`config.mk`:
```
export PLATFORM = sky130hd
export DESIGN_NAME = layer1_feeder
export DESIGN_NICKNAME = d
export VERILOG_FILES = /design/src/rtl/layer1_feeder.sv
export SDC_FILE = /design/constraint.sdc
export NUM_CORES = 1
export LEC_CHECK = 0
export ABC_AREA = 1
export CAP_MARGIN = 10
export CORE_ASPECT_RATIO = 1.5
export CORE_UTILIZATION = 38
export DETAILED_ROUTE_END_ITERATION = 8
export PLACE_DENSITY = 0.82
export SLEW_MARGIN = 20
export SYNTH_ARGS = -nofsm -noshare
export SYNTH_HDL_FRONTEND = slang
export SYNTH_SLANG_ARGS = --single-unit
export TNS_END_PERCENT = 50
```
`constraint.sdc`:
```
create_clock -name clk -period 2.2 [get_ports clk]
set_input_delay 0.55 -clock clk [delete_from_list [all_inputs] [get_ports clk]]
set_output_delay 0.55 -clock clk [all_outputs]
set_load 0.01 [all_outputs]
```
`src/rtl/layer1_feeder.sv`:
```
// layer1_feeder: sequences one fully-connected layer through a single
// multiply-accumulate neuron. For each output neuron j it loads the bias,
// streams N_IN activation/weight pairs, waits out the neuron's two-stage
// product/accumulate pipeline and writes the ReLU result back.
//
// Optional feature: define LAYER1_FEEDER_SKIP_ZERO_EN to suppress the neuron
// valid strobe in MAC cycles whose activation word is zero. Cycle count and
// results are unchanged; only the neuron's accumulate activity drops.
//
// value, weight, valid and res_data pass RAM and neuron data through gates
// driven by registered state, because the RAM data arrives in the very cycle
// the neuron consumes it. Every other output is a register.

module layer1_feeder #(
    parameter int unsigned N_IN  = 784,
    parameter int unsigned N_OUT = 16,
    localparam int unsigned AW = (N_IN > 1) ? $clog2(N_IN) : 1,
    localparam int unsigned WW = (N_IN * N_OUT > 1) ? $clog2(N_IN * N_OUT) : 1,
    localparam int unsigned BW = (N_OUT > 1) ? $clog2(N_OUT) : 1
) (
    input  logic                 clk,
    input  logic                 rst,
    input  logic                 start,
    output logic                 busy,
    output logic                 done,
    output logic [AW-1:0]        act_addr,
    input  logic signed [31:0]   act_data,
    output logic [WW-1:0]        wgt_addr,
    input  logic signed [31:0]   wgt_data,
    output logic [BW-1:0]        bias_addr,
    input  logic signed [31:0]   bias_data,
    output logic                 bias_load,
    output logic                 valid,
    output logic signed [31:0]   value,
    output logic signed [31:0]   weight,
    input  logic signed [31:0]   relu_output,
    output logic                 res_we,
    output logic [BW-1:0]        res_addr,
    output logic signed [31:0]   res_data
);

    localparam logic [AW-1:0] K_LAST = AW'(N_IN - 1);
    localparam logic [BW-1:0] J_LAST = BW'(N_OUT - 1);
    localparam logic [WW-1:0] W_STEP = WW'(N_IN);

    typedef enum logic [2:0] {
        IDLE      = 3'd0,
        PRE_BIAS  = 3'd1,
        LOAD_BIAS = 3'd2,
        MAC       = 3'd3,
        DRAIN     = 3'd4,
        WRITE     = 3'd5
    } state_t;

    state_t        state;
    logic [BW-1:0] j;
    logic [AW-1:0] k;
    logic [WW-1:0] wgt_base;
    logic          mac_on;
    logic          addr_last;

    // Read addresses stop at the last element of the current neuron's row
    assign addr_last = (act_addr == K_LAST);

    // Sequencer: state, counters, addresses and registered strobes
    always_ff @(posedge clk or posedge rst) begin
        if (rst) begin
            state     <= IDLE;
            j         <= '0;
            k         <= '0;
            wgt_base  <= '0;
            busy      <= 1'b0;
            done      <= 1'b0;
            bias_load <= 1'b0;
            mac_on    <= 1'b0;
            res_we    <= 1'b0;
            act_addr  <= '0;
            wgt_addr  <= '0;
            bias_addr <= '0;
            res_addr  <= '0;
        end else begin
            done      <= 1'b0;
            bias_load <= 1'b0;
            mac_on    <= 1'b0;
            res_we    <= 1'b0;
            case (state)
                IDLE: begin
                    if (start) begin
                        state     <= PRE_BIAS;
                        busy      <= 1'b1;
                        j         <= '0;
                        k         <= '0;
                        wgt_base  <= '0;
                        bias_addr <= '0;
                    end
                end
                PRE_BIAS: begin
                    state     <= LOAD_BIAS;
                    bias_load <= 1'b1;
                    k         <= '0;
                    act_addr  <= '0;
                    wgt_addr  <= wgt_base;
                end
                LOAD_BIAS: begin
                    state  <= MAC;
                    mac_on <= 1'b1;
                    if (!addr_last) begin
                        act_addr <= act_addr + AW'(1);
                        wgt_addr <= wgt_addr + WW'(1);
                    end
                end
                MAC: begin
                    if (k == K_LAST) begin
                        state <= DRAIN;
                    end else begin
                        k      <= k + AW'(1);
                        mac_on <= 1'b1;
                        if (!addr_last) begin
                            act_addr <= act_addr + AW'(1);
                            wgt_addr <= wgt_addr + WW'(1);
                        end
                    end
                end
                DRAIN: begin
                    state    <= WRITE;
                    res_we   <= 1'b1;
                    res_addr <= j;
                end
                WRITE: begin
                    if (j == J_LAST) begin
                        state <= IDLE;
                        busy  <= 1'b0;
                        done  <= 1'b1;
                    end else begin
                        state     <= PRE_BIAS;
                        j         <= j + BW'(1);
                        bias_addr <= j + BW'(1);
                        wgt_base  <= wgt_base + W_STEP;
                    end
                end
                default: begin
                    state <= IDLE;
                    busy  <= 1'b0;
                end
            endcase
        end
    end

    // Neuron operand steering: bias in LOAD_BIAS, act/weight pairs in MAC
    always_comb begin
        value  = '0;
        weight = '0;
        valid  = 1'b0;
        if (bias_load) begin
            value = bias_data;
        end else if (mac_on) begin
            value  = act_data;
            weight = wgt_data;
`ifdef LAYER1_FEEDER_SKIP_ZERO_EN
            valid  = (act_data != '0);
`else
            valid  = 1'b1;
`endif
        end
    end

    // Result word follows the neuron output only while writing
    always_comb begin
        res_data = '0;
        if (res_we) begin
            res_data = relu_output;
        end
    end

endmodule
```
Yosys cells after proc, flatten, opt, wreduce, memory -nomap -nowiden
Cells that the tools add are included.

Output and inout port bits: 133. Input bits: 131. Word-level logic and storage cells: 76. Flip-flop bits (word level): 64.

Add/sub/neg operators: 5. Equality and inequality tests: 13. Bitwise gates (word level): 1. Mux-type cells: 35. Reduce and logical (&&, ||, !) cells: 10.

Operators with widths (count): $mux W32 (5); $pmux W10 S3 (2); $mux W14 (4); $pmux W14 S3 (1); $mux W10 (4); $pmux W14 S2 (1); $add A10 B1 Y10 const B (2); $eq A10 B10 Y1 const B (2); $pmux W3 S6 (1); $add A14 B1 Y14 const B (1); $add A14 B10 Y14 const B (1); $mux W1 (10); $ne A2 B2 Y1 const B (5); $reduce_and A3 Y1 (3); $mux W4 (2); $pmux W4 S2 (1); $eq A3 B2 Y1 const B (2); $eq A3 B3 Y1 const B (2); $mux W3 (2); $reduce_bool A3 Y1 (2); $add A4 B1 Y4 const B (1); $eq A4 B4 Y1 const B (1); $reduce_and A2 Y1 (2); $reduce_or A4 Y1 (1); 6 further kinds (6).

Longest topological paths before layout
Gate-level depths: netlist of the first run.

Word-level depth: 4. Mapped depth: 9. Mapped depth without buffers: 9.

Worst setup path before layout of the first run
Ideal clock, no wire load.

Path kind: flip-flop to output port. From: register mac_on. To: output port value[22]. Buffers on the path: 2. Data arrival time: 1.219 ns. Path slack: 0.431 ns. Cell stages (with the launch flop): 6. Data required time: 1.650 ns. Cells stage by stage: dfrtp_1 > clkbuf_1 > nand2_1 > inv_1 > buf_1 > a22o_1.

Word-level cells in the longest chain between the ends: 2.

Ends and longest elaborated chain: start: declaration (RTL line 59) `logic mac_on;`; start signal: assignment (RTL line 75) `mac_on <= 1'b0;`; start signal: assignment (RTL line 84) `mac_on <= 1'b0;`; start signal: assignment (RTL line 106) `mac_on <= 1'b1;`; $mux W32 (RTL line 156) `end else if (mac_on) begin`; $mux W32 (RTL line 154) `if (bias_load) begin`; end: declaration (RTL line 34) `output logic signed [31:0] value,`.

Every way passes these cells.

Worst setup path in the final report of the first run
From: input port relu_output[17]. To: output port res_data[17].

Word-level cells in the longest chain between the ends: 1.

Ends and longest elaborated chain: start: declaration (RTL line 36) `input logic signed [31:0] relu_output,`; $mux W32 (RTL line 170) `if (res_we) begin`; end: declaration (RTL line 39) `output logic signed [31:0] res_data`.

Every way passes these cells.

==> results of run 1 <==
-- final cells by class --
type,count,area [um^2]
Multi-Input combinational cell,473,2300
Clock buffer,15,288
Tap cell,147,184
Sequential cell,60,1500
Fill cell,949,3490
Clock inverter,1,5.00
Timing Repair Buffer,280,2890
Inverter,89,334
-- timing repair --
item | 4_1_cts | 5_1_grt
gates cloned | 1 | 0
setup buffers | 0 | 0
setup endpoints to repair | 76 | 61
gates resized for setup | 54 | 67
hold buffers | 0 | 0
-- metal layers --
metal | GRT usage, % | part of all wire [%] | vias to the layer above
met2 | 46.7 | 51 | 222
met3 | 7.73 | 9.7 | 43
met5 | 0 | 0 | -
met4 | 12.1 | 3.2 | 0
li1 | - | - | 2588
met1 | 27.8 | 36 | 2364
-- flip-flops by register name, indices dropped and copies added (netlist names) --
signal and count:
act_addr 10, bias_load 1, busy 1, done 1, j 4, k 10
mac_on 1, res_addr 4, res_we 1, state 3, wgt_addr 14, wgt_base 10
-- cells in the mapped netlist --
master	count	share of area, %
nand2_2	4	0.59
clkbuf_1	9	0.79
nand3_2	2	0.47
nand3_1	45	5.3
a21oi_1	11	1.3
inv_1	85	7.5
or2_2	1	0.15
xnor2_1	4	0.82
nand2_1	222	20
nor3b_1	2	0.35
nor3_2	1	0.24
o21ai_0	27	3.2
buf_6	5	1.3
nor2_2	2	0.29
o21ai_2	1	0.21
nand2_4	1	0.26
buf_2	1	0.12
o22ai_1	1	0.15
nand3b_1	2	0.35
buf_1	8	0.71
inv_2	4	0.35
buf_4	2	0.35
ha_1	5	1.5
nand4_1	16	2.4
nor2_8	1	0.47
nor2_1	71	6.3
a21o_1	2	0.35
a22o_1	32	6.6
o21bai_1	1	0.18
dfrtp_1	60	35
o21ai_1	5	0.59
xor2_1	6	1.2
nor3_1	8	0.94
-- metrics by stage --
stage / setup TNS, ps / cell area [um^2] / hold slack [ps] / instances
3_5_place_dp: -3420 / 7110 / 470 / 1048
2_1_floorplan: 0 / 4260 / 465 / 647
4_1_cts: -3430 / 7380 / 485 / 1065
3_3_place_gp: -2930 / 7110 / 464 / 1048
5_1_grt: 0 / 7500 / 514 / 1065
6_report: 0 / 7500 / 478 / 1065
-- critical path: stages --
cell and delay (ps):
clkdlybuf4s50_1 450, nand2_1 50, inv_1 50, clkdlybuf4s50_1 520
-- worst paths after layout --
kind	end	slack, ps	cells past startpoint
min reg2reg	res_addr[0]	480	2
min	res_addr[0]	480	2
max	res_data[17]	40	4
min in group asynchronous	k[3]	490	2
max reg2reg	wgt_addr[0]	420	8
max in group asynchronous	bias_load	1150	3
-- power by group through the flow --
stage               Clock [mW]  Sequential [mW]  Combinational (mW)
global placement             0             1.12               0.473
finish                    1.36             1.11               0.449
detailed placement           0             1.12               0.478
global route              1.42             1.10               0.483
CTS                       1.38             1.11               0.461
floorplan                    0             1.12               0.104
-- logic make-up after synthesis --
kind of cell / after synthesis
adders and majority gates: 5
xor gates and xnor gates: 10
AOI/OAI and AO/OA: 80
and+or+nand+nor: 378
DFF: 60
buffers and inverters: 114
==> impl_metrics.env, run 1 <==
export IMPL_skew_ps=9.28
export IMPL_fp_dieArea_um2=11600
export IMPL_start_util_pct=38.7
export IMPL_layout_drive_gt1_share_pct=6.54
export IMPL_path_class="in2out"
export IMPL_ir_worst_vdd_mv=0.483
export IMPL_cts_buffers=9
export IMPL_power_switching_uw=622
export IMPL_antenna_found_initial=0
export IMPL_synth_xor_area_share_pct=2.06
export IMPL_relSlewSlack_pct=71.7
export IMPL_synth_fa_ha_area_share_pct=1.47
export IMPL_core_um2=11000
export IMPL_crit_path_start="relu_output[17]"
export IMPL_cts_clk_slew_worst_paths_ps=50
export IMPL_dpl_worst_slack_ps=-183
export IMPL_yosysSeqAreaShare_pct=35.3
export IMPL_drt_iter0_markers=264
export IMPL_port_buffers=263
export IMPL_fin_crit_sh_pct=98.2
export IMPL_synthMuxAreaShare_pct=0
export IMPL_fin_ws_ps=40.3
export IMPL_final_util_pct=68.2
export IMPL_hp_start="res_addr[0]"
export IMPL_synth_area_per_cell_um2=6.58
export IMPL_seqPwrFrac_pct=37.9
export IMPL_chipHeight_um=132
export IMPL_cp_start_kind="input port"
export IMPL_ant_nets=0
export IMPL_layout_commonest_cell="nand2_1"
export IMPL_pwr_share_comb_pct=15.4
export IMPL_vias_per_cell=4.90
export IMPL_status="complete, but fails checks"
export IMPL_dpl_hpwl_mm=11.9
export IMPL_total_power_mw=2.92
export IMPL_netlist_area_um2=4260
export IMPL_clkPwrFrac_pct=46.7
export IMPL_clk_latency_ps=340
export IMPL_setup_viol=0
export IMPL_wl_mm=15.5
export IMPL_synth_nets=783
export IMPL_power_share_switching_pct=21.3
export IMPL_cts_sinks=60
export IMPL_grtUsageTotal_pct=26.4
export IMPL_io_pins=264
export IMPL_grt_max_degree=54
export IMPL_dr_total_vias=5217
export IMPL_cts_root_buf="clkbuf_16"
export IMPL_end_kind="primary output"
export IMPL_place_congestion=0.896
export IMPL_path_max_fanout=1
export IMPL_min_period_ps=2160
export IMPL_yosysWarnings=0
export IMPL_grt_pass1_wl_mm=23.7
export IMPL_synth_compound_area_share_pct=12.5
export IMPL_hold_class="reg2reg"
export IMPL_syn_inst=647
export IMPL_clockBufferDepth=2
export IMPL_slew_viol_final=0
export IMPL_worst_pin_slew_ps=422
export IMPL_violations="DRC"
export IMPL_fmax_mhz=463
export IMPL_grt_pass1_vias=4934
export IMPL_p_per_area_nw_per_um2=389
export IMPL_route_detailed_drc=1
export IMPL_yosys_area_share_simple_pct=37.6
export IMPL_synth_top_family_by_area="simple AND/OR/NAND/NOR gates"
export IMPL_crit_arrival_ps=1610
export IMPL_wl_per_cell_um=14.6
export IMPL_rsz0062_at_grt="false"
export IMPL_cts_tree="yes"
export IMPL_n_antenna_cell=0
export IMPL_r2r_start="k[0]"
export IMPL_critical_path_required_ps=1650
export IMPL_synth_seq_cells=60
export IMPL_htree_levels=3
export IMPL_synth_cell_types=33
export IMPL_final_hold_viol_count=0
export IMPL_num_nets_final=1049
export IMPL_die_width_um=88.4
export IMPL_area_growth_pct=76.2
export IMPL_cap_violations=0
export IMPL_dr_pass1_iters=7
export IMPL_power_leakage_nw=4.56
export IMPL_p_int_mw=2.29
export IMPL_rows=47
export IMPL_grt_remaining_overflow=0
export IMPL_mostFrequentLayoutCells="nand2_1, clkdlybuf4s50_1, inv_1, nor2_1, dfrtp_1"
Note: power is estimated with default switching activity, not from simulation.
==> run 2, diff against run 1 <==
--- a/config.mk
+++ b/config.mk
@@ -10,6 +10,7 @@
 export CORE_ASPECT_RATIO = 1.5
 export CORE_UTILIZATION = 38
 export DETAILED_ROUTE_END_ITERATION = 8
+export GPL_TIMING_DRIVEN = 0
 export PLACE_DENSITY = 0.82
 export SLEW_MARGIN = 20
 export SYNTH_ARGS = -nofsm -noshare
==> impl_metrics.env, run 2 (synthesis results as in run 1) <==
export IMPL_layout_drive_gt1_share_pct=8.08
export IMPL_wl_per_cell_um=15.3
export IMPL_status="complete, but fails checks"
export IMPL_grt_remaining_overflow=0
export IMPL_ir_worst_vdd_mv=0.486
export IMPL_met1_usage_pct=28.3
export IMPL_wl_mm=16.4
export IMPL_cts_root_buf="clkbuf_16"
export IMPL_fp_dieArea_um2=11600
export IMPL_postCtsHoldBufs=0
export IMPL_chipHeight_um=132
export IMPL_final_util_pct=69.0
export IMPL_grt_max_degree=47
export IMPL_io_pins=264
export IMPL_grt_busiest_layer="met2"
export IMPL_grt_pass1_vias=4928
export IMPL_fin_ws_ps=-132
export IMPL_setup_viol=4
export IMPL_cp_start_kind="register"
export IMPL_clockBufferDepth=2
export IMPL_total_power_mw=2.85
export IMPL_dpl_hpwl_mm=12.9
export IMPL_hold_class="in2async"
export IMPL_multi_input_area_um2=2300
export IMPL_dr_total_vias=5309
export IMPL_drt_iter0_markers=385
export IMPL_route_detailed_drc=1
export IMPL_cts_tree="yes"
export IMPL_cts_clk_slew_worst_paths_ps=50
export IMPL_grt_use_met2_pct=50.2
export IMPL_start_util_pct=38.7
export IMPL_htree_levels=3
export IMPL_cts_sinks=60
export IMPL_crit_arrival_ps=1780
export IMPL_port_buffers=263
export IMPL_relSlewSlack_pct=71.0
export IMPL_rsz0062_at_grt="true"
export IMPL_p_per_area_nw_per_um2=376
export IMPL_core_um2=11000
export IMPL_slew_viol_final=0
export IMPL_r2r_start="act_addr[0]"
export IMPL_path_max_fanout=10
export IMPL_place_congestion=0.944
export IMPL_critical_path_required_ps=1650
export IMPL_fmax_mhz=429
export IMPL_register_area_um2=1500
export IMPL_skew_ps=8.03
export IMPL_regMostFlops="wgt_addr"
export IMPL_ant_nets=0
export IMPL_cts_buffers=9
export IMPL_grtUsageTotal_pct=27.6
export IMPL_r2r_end="act_addr[8]"
export IMPL_final_fill_count=928
export IMPL_grt_met3_usage_pct=8.79
export IMPL_vias_per_cell=4.94
export IMPL_worst_pin_slew_ps=434
export IMPL_n_antenna_cell=0
export IMPL_reg2regPathDepth=8
export IMPL_violations="DRC, setup timing"
export IMPL_largest_register_ffs=14
export IMPL_min_period_ps=2330
export IMPL_clk_latency_ps=340
export IMPL_ff2ff_setup_slack_ps=320
export IMPL_fin_setup_tns_ps=-292
export IMPL_antenna_found_initial=0
export IMPL_cap_violations=0
export IMPL_dpl_worst_slack_ps=-445
export IMPL_layout_commonest_cell="nand2_1"
export IMPL_dr_pass1_iters=8
export IMPL_num_nets_final=1060
export IMPL_power_leakage_nw=4.63
export IMPL_die_width_um=88.4
export IMPL_mostFrequentLayoutCells="nand2_1, clkdlybuf4s50_1, inv_1, nor2_1, dlymetal6s2s_1"
export IMPL_area_growth_pct=78.2
export IMPL_final_hold_viol_count=0
export IMPL_fin_crit_sh_pct=106
export IMPL_end_kind="primary output"
export IMPL_rows=47
export IMPL_grt_pass1_wl_mm=24.4
export IMPL_path_class="reg2out"
## run 2: cell types whose count changed in the layout (fill, tap and decap cells not counted), moves of 2 or more
cell,change
dlygate4sd2_1,-11
buf_6,+7
dlymetal6s2s_1,+6
buf_12,-5
clkbuf_4,+4
clkdlybuf4s15_2,+3
clkdlybuf4s50_1,+3
buf_4,+2
## run 2: worst max path at each step
| stage | start | end | slack (ps) | cells past startpoint |
|---|---|---|---|---|
| finish | bias_load | value[19] | -130 | 4 |
| global route | bias_load | value[19] | -220 | 4 |
| CTS | bias_load | value[15] | -220 | 4 |
| detailed placement | mac_on | value[7] | -450 | 6 |
| global placement | rst | wgt_addr[9] | -900 | 2 |
| floorplan | rst | act_addr[0] | 170 | 1 |
## run 2: repair_timing
item | CTS | global route
pin swaps | 0 | 0
buffers inserted | 1 | 2
endpoints found under the setup margin | 96 | 71
resized for setup | 78 | 81
## run 2: report_power, final
part | leakage [nW] | internal, mW | switching, mW
registers | 0.705 | 1.11 | 0
clock network | 0.135 | 0.812 | 0.479
logic | 3.79 | 0.312 | 0.146
total | 4.63 | 2.23 | 0.625
## run 2: worst max-delay path, cell delays in order, from the launching register on
cell	delay [ps]
dfrtp_1	400
buf_4	190
buf_4	180
a22o_1	200
clkdlybuf4s50_1	470
## run 2: metal layers
| metal | vias to the layer above | part of all wire [%] |
|---|---|---|
| met1 | 2419 | 35 |
| met4 | 0 | 3.5 |
| met3 | 41 | 11 |
| met2 | 239 | 51 |
| met5 | - | 0 |
| li1 | 2610 | - |
## run 2: area by class of cell
cell class,instances,area share (%)
plain buffers,24,2.87
clock buffers,13,3.43
clock inverters,2,0.132
inverters,89,4.43
multi-input cells,473,30.3
flip-flops and latches,60,19.8
well taps,147,2.42
repair buffers,267,36.6
## run 2: metrics by stage
step | instance area [um^2] | instances | hold slack (ps)
2_1_floorplan | 4260 | 647 | 465
3_3_place_gp | 7080 | 1057 | 456
3_5_place_dp | 7110 | 1058 | 478
4_1_cts | 7430 | 1073 | 494
5_1_grt | 7590 | 1075 | 509
6_report | 7590 | 1075 | 489
==> run 3, diff against run 2 <==
--- a/config.mk
+++ b/config.mk
@@ -11,7 +11,9 @@
 export CORE_UTILIZATION = 38
 export DETAILED_ROUTE_END_ITERATION = 8
 export GPL_TIMING_DRIVEN = 0
+export HOLD_SLACK_MARGIN = 0.03
 export PLACE_DENSITY = 0.82
+export SKIP_CTS_REPAIR_TIMING = 1
 export SLEW_MARGIN = 20
 export SYNTH_ARGS = -nofsm -noshare
 export SYNTH_HDL_FRONTEND = slang
==> impl_metrics.env, run 3 (synthesis results as in run 1) <==
export IMPL_rsz0062_at_grt="true"
export IMPL_end_kind="primary output"
export IMPL_p_per_area_nw_per_um2=377
export IMPL_worst_pin_slew_ps=439
export IMPL_fin_ws_ps=-242
export IMPL_cts_root_buf="clkbuf_16"
export IMPL_start_util_pct=38.7
export IMPL_final_hold_viol_count=0
export IMPL_chipHeight_um=132
export IMPL_dpl_hpwl_mm=12.9
export IMPL_skew_ps=7.84
export IMPL_cp_start_kind="register"
export IMPL_relSlewSlack_pct=70.6
export IMPL_pwr_share_comb_pct=16.4
export IMPL_rows=47
export IMPL_seqPwrFrac_pct=38.6
export IMPL_ant_nets=0
export IMPL_area_growth_pct=78.2
export IMPL_route_detailed_drc=1
export IMPL_final_util_pct=69.0
export IMPL_cts_clk_slew_worst_paths_ps=50
export IMPL_io_pins=264
export IMPL_wl_met1_mm=5.85
export IMPL_fmax_mhz=409
export IMPL_fin_cells=1074
export IMPL_crit_arrival_ps=1890
export IMPL_critical_path_required_ps=1650
export IMPL_cap_violations=0
export IMPL_crit_chain="clkbuf_1, nand2_1, inv_1, clkdlybuf4s50_1"
export IMPL_grtUsageTotal_pct=27.6
export IMPL_power_share_switching_pct=21.8
export IMPL_core_um2=11000
export IMPL_wl_mm=16.5
export IMPL_dr_pass1_iters=7
export IMPL_die_width_um=88.4
export IMPL_clkPwrFrac_pct=44.9
export IMPL_place_congestion=0.944
export IMPL_clockBufferDepth=2
export IMPL_highest_layer="met4"
export IMPL_num_nets_final=1059
export IMPL_mostFrequentLayoutCells="nand2_1, clkdlybuf4s50_1, inv_1, nor2_1, dfrtp_1"
export IMPL_n_antenna_cell=0
export IMPL_dp_cells=1058
export IMPL_dr_total_vias=5271
export IMPL_layout_commonest_cell="nand2_1"
export IMPL_hold_class="in2async"
export IMPL_status="complete, but fails checks"
export IMPL_clk_latency_ps=340
export IMPL_cts_tree="yes"
export IMPL_path_class="reg2out"
export IMPL_htree_levels=3
export IMPL_min_period_ps=2440
export IMPL_port_buffers=263
export IMPL_fp_dieArea_um2=11600
export IMPL_slowest_stage="clkdlybuf4s50_1"
export IMPL_path_max_fanout=10
export IMPL_whs_ps=493
export IMPL_grt_pass1_vias=4928
export IMPL_met3_wirelength_mm=1.73
export IMPL_dpl_worst_slack_ps=-445
export IMPL_layout_drive_gt1_share_pct=7.66
export IMPL_power_switching_uw=624
export IMPL_setup_viol=41
export IMPL_drt_iter0_markers=351
export IMPL_grt_max_degree=47
export IMPL_slew_viol_final=0
export IMPL_ir_worst_vdd_mv=0.484
export IMPL_regMostFlops="wgt_addr"
export IMPL_grt_pass1_wl_mm=24.4
export IMPL_violations="DRC, setup timing"
export IMPL_p_int_mw=2.24
export IMPL_vias_per_cell=4.91
export IMPL_fin_crit_sh_pct=111
export IMPL_design_area_um2=7590
export IMPL_cts_sinks=60
export IMPL_wl_per_cell_um=15.4
export IMPL_placed_area_um2=7110
export IMPL_largest_register_ffs=14
export IMPL_final_fill_count=916
export IMPL_dr_wl_met2_mm=8.40
export IMPL_slowest_delay_ps=540
export IMPL_grt_remaining_overflow=0
export IMPL_cts_buffers=9
export IMPL_power_leakage_nw=4.35
export IMPL_antenna_found_initial=0
run 3: final cells by class:
type	instances	area, um^2	share of cell area, %
plain buffers	24	200	2.64
clock buffers	13	260	3.43
clock inverters	2	10.0	0.132
inverters	89	337	4.43
multi-input cells	473	2310	30.5
flip-flops and latches	60	1500	19.8
well taps	147	184	2.42
repair buffers	266	2780	36.7
run 3: final timing paths:
| kind | start | to | slack [ps] | depth (start not counted) |
|---|---|---|---|---|
| worst max-delay path | res_we | res_data[7] | -240 | 4 |
| worst min-delay path | rst | k[2] | 490 | 2 |
| worst max register to register | k[0] | act_addr[8] | 300 | 8 |
| worst min register to register | res_addr[1] | res_addr[1] | 490 | 2 |
| max in group asynchronous | rst | wgt_base[6] | 1200 | 3 |
| min in group clk | res_addr[1] | res_addr[1] | 490 | 2 |
run 3: routing by layer:
layer,vias to the layer above,global-route usage (%)
met5,-,0
met4,0,10.5
met3,36,8.79
met2,233,50.0
met1,2396,28.4
li1,2606,-
run 3: critical path: cells and delay by family (launching register included):
kind | cells | cell delay [ps]
buf+inv | 3 | 1010
flops | 1 | 440
simple gates | 1 | 100
run 3: power groups by stage:
stage	sequential [mW]	clock [mW]	combinational [mW]
2_1_floorplan	1.12	0	0.104
3_3_place_gp	1.12	0	0.471
3_5_place_dp	1.12	0	0.483
4_1_cts	1.11	1.30	0.486
5_1_grt	1.10	1.35	0.503
6_report	1.11	1.29	0.470
run 3: through the flow:
| stage | total power, mW | TNS [ps] |
|---|---|---|
| 6_report | 2.86 | -5800 |
| 5_1_grt | 2.96 | -10200 |
| 4_1_cts | 2.89 | -47030 |
| 3_3_place_gp | 1.59 | -71610 |
| 2_1_floorplan | 1.23 | 0 |
| 3_5_place_dp | 1.61 | -18120 |
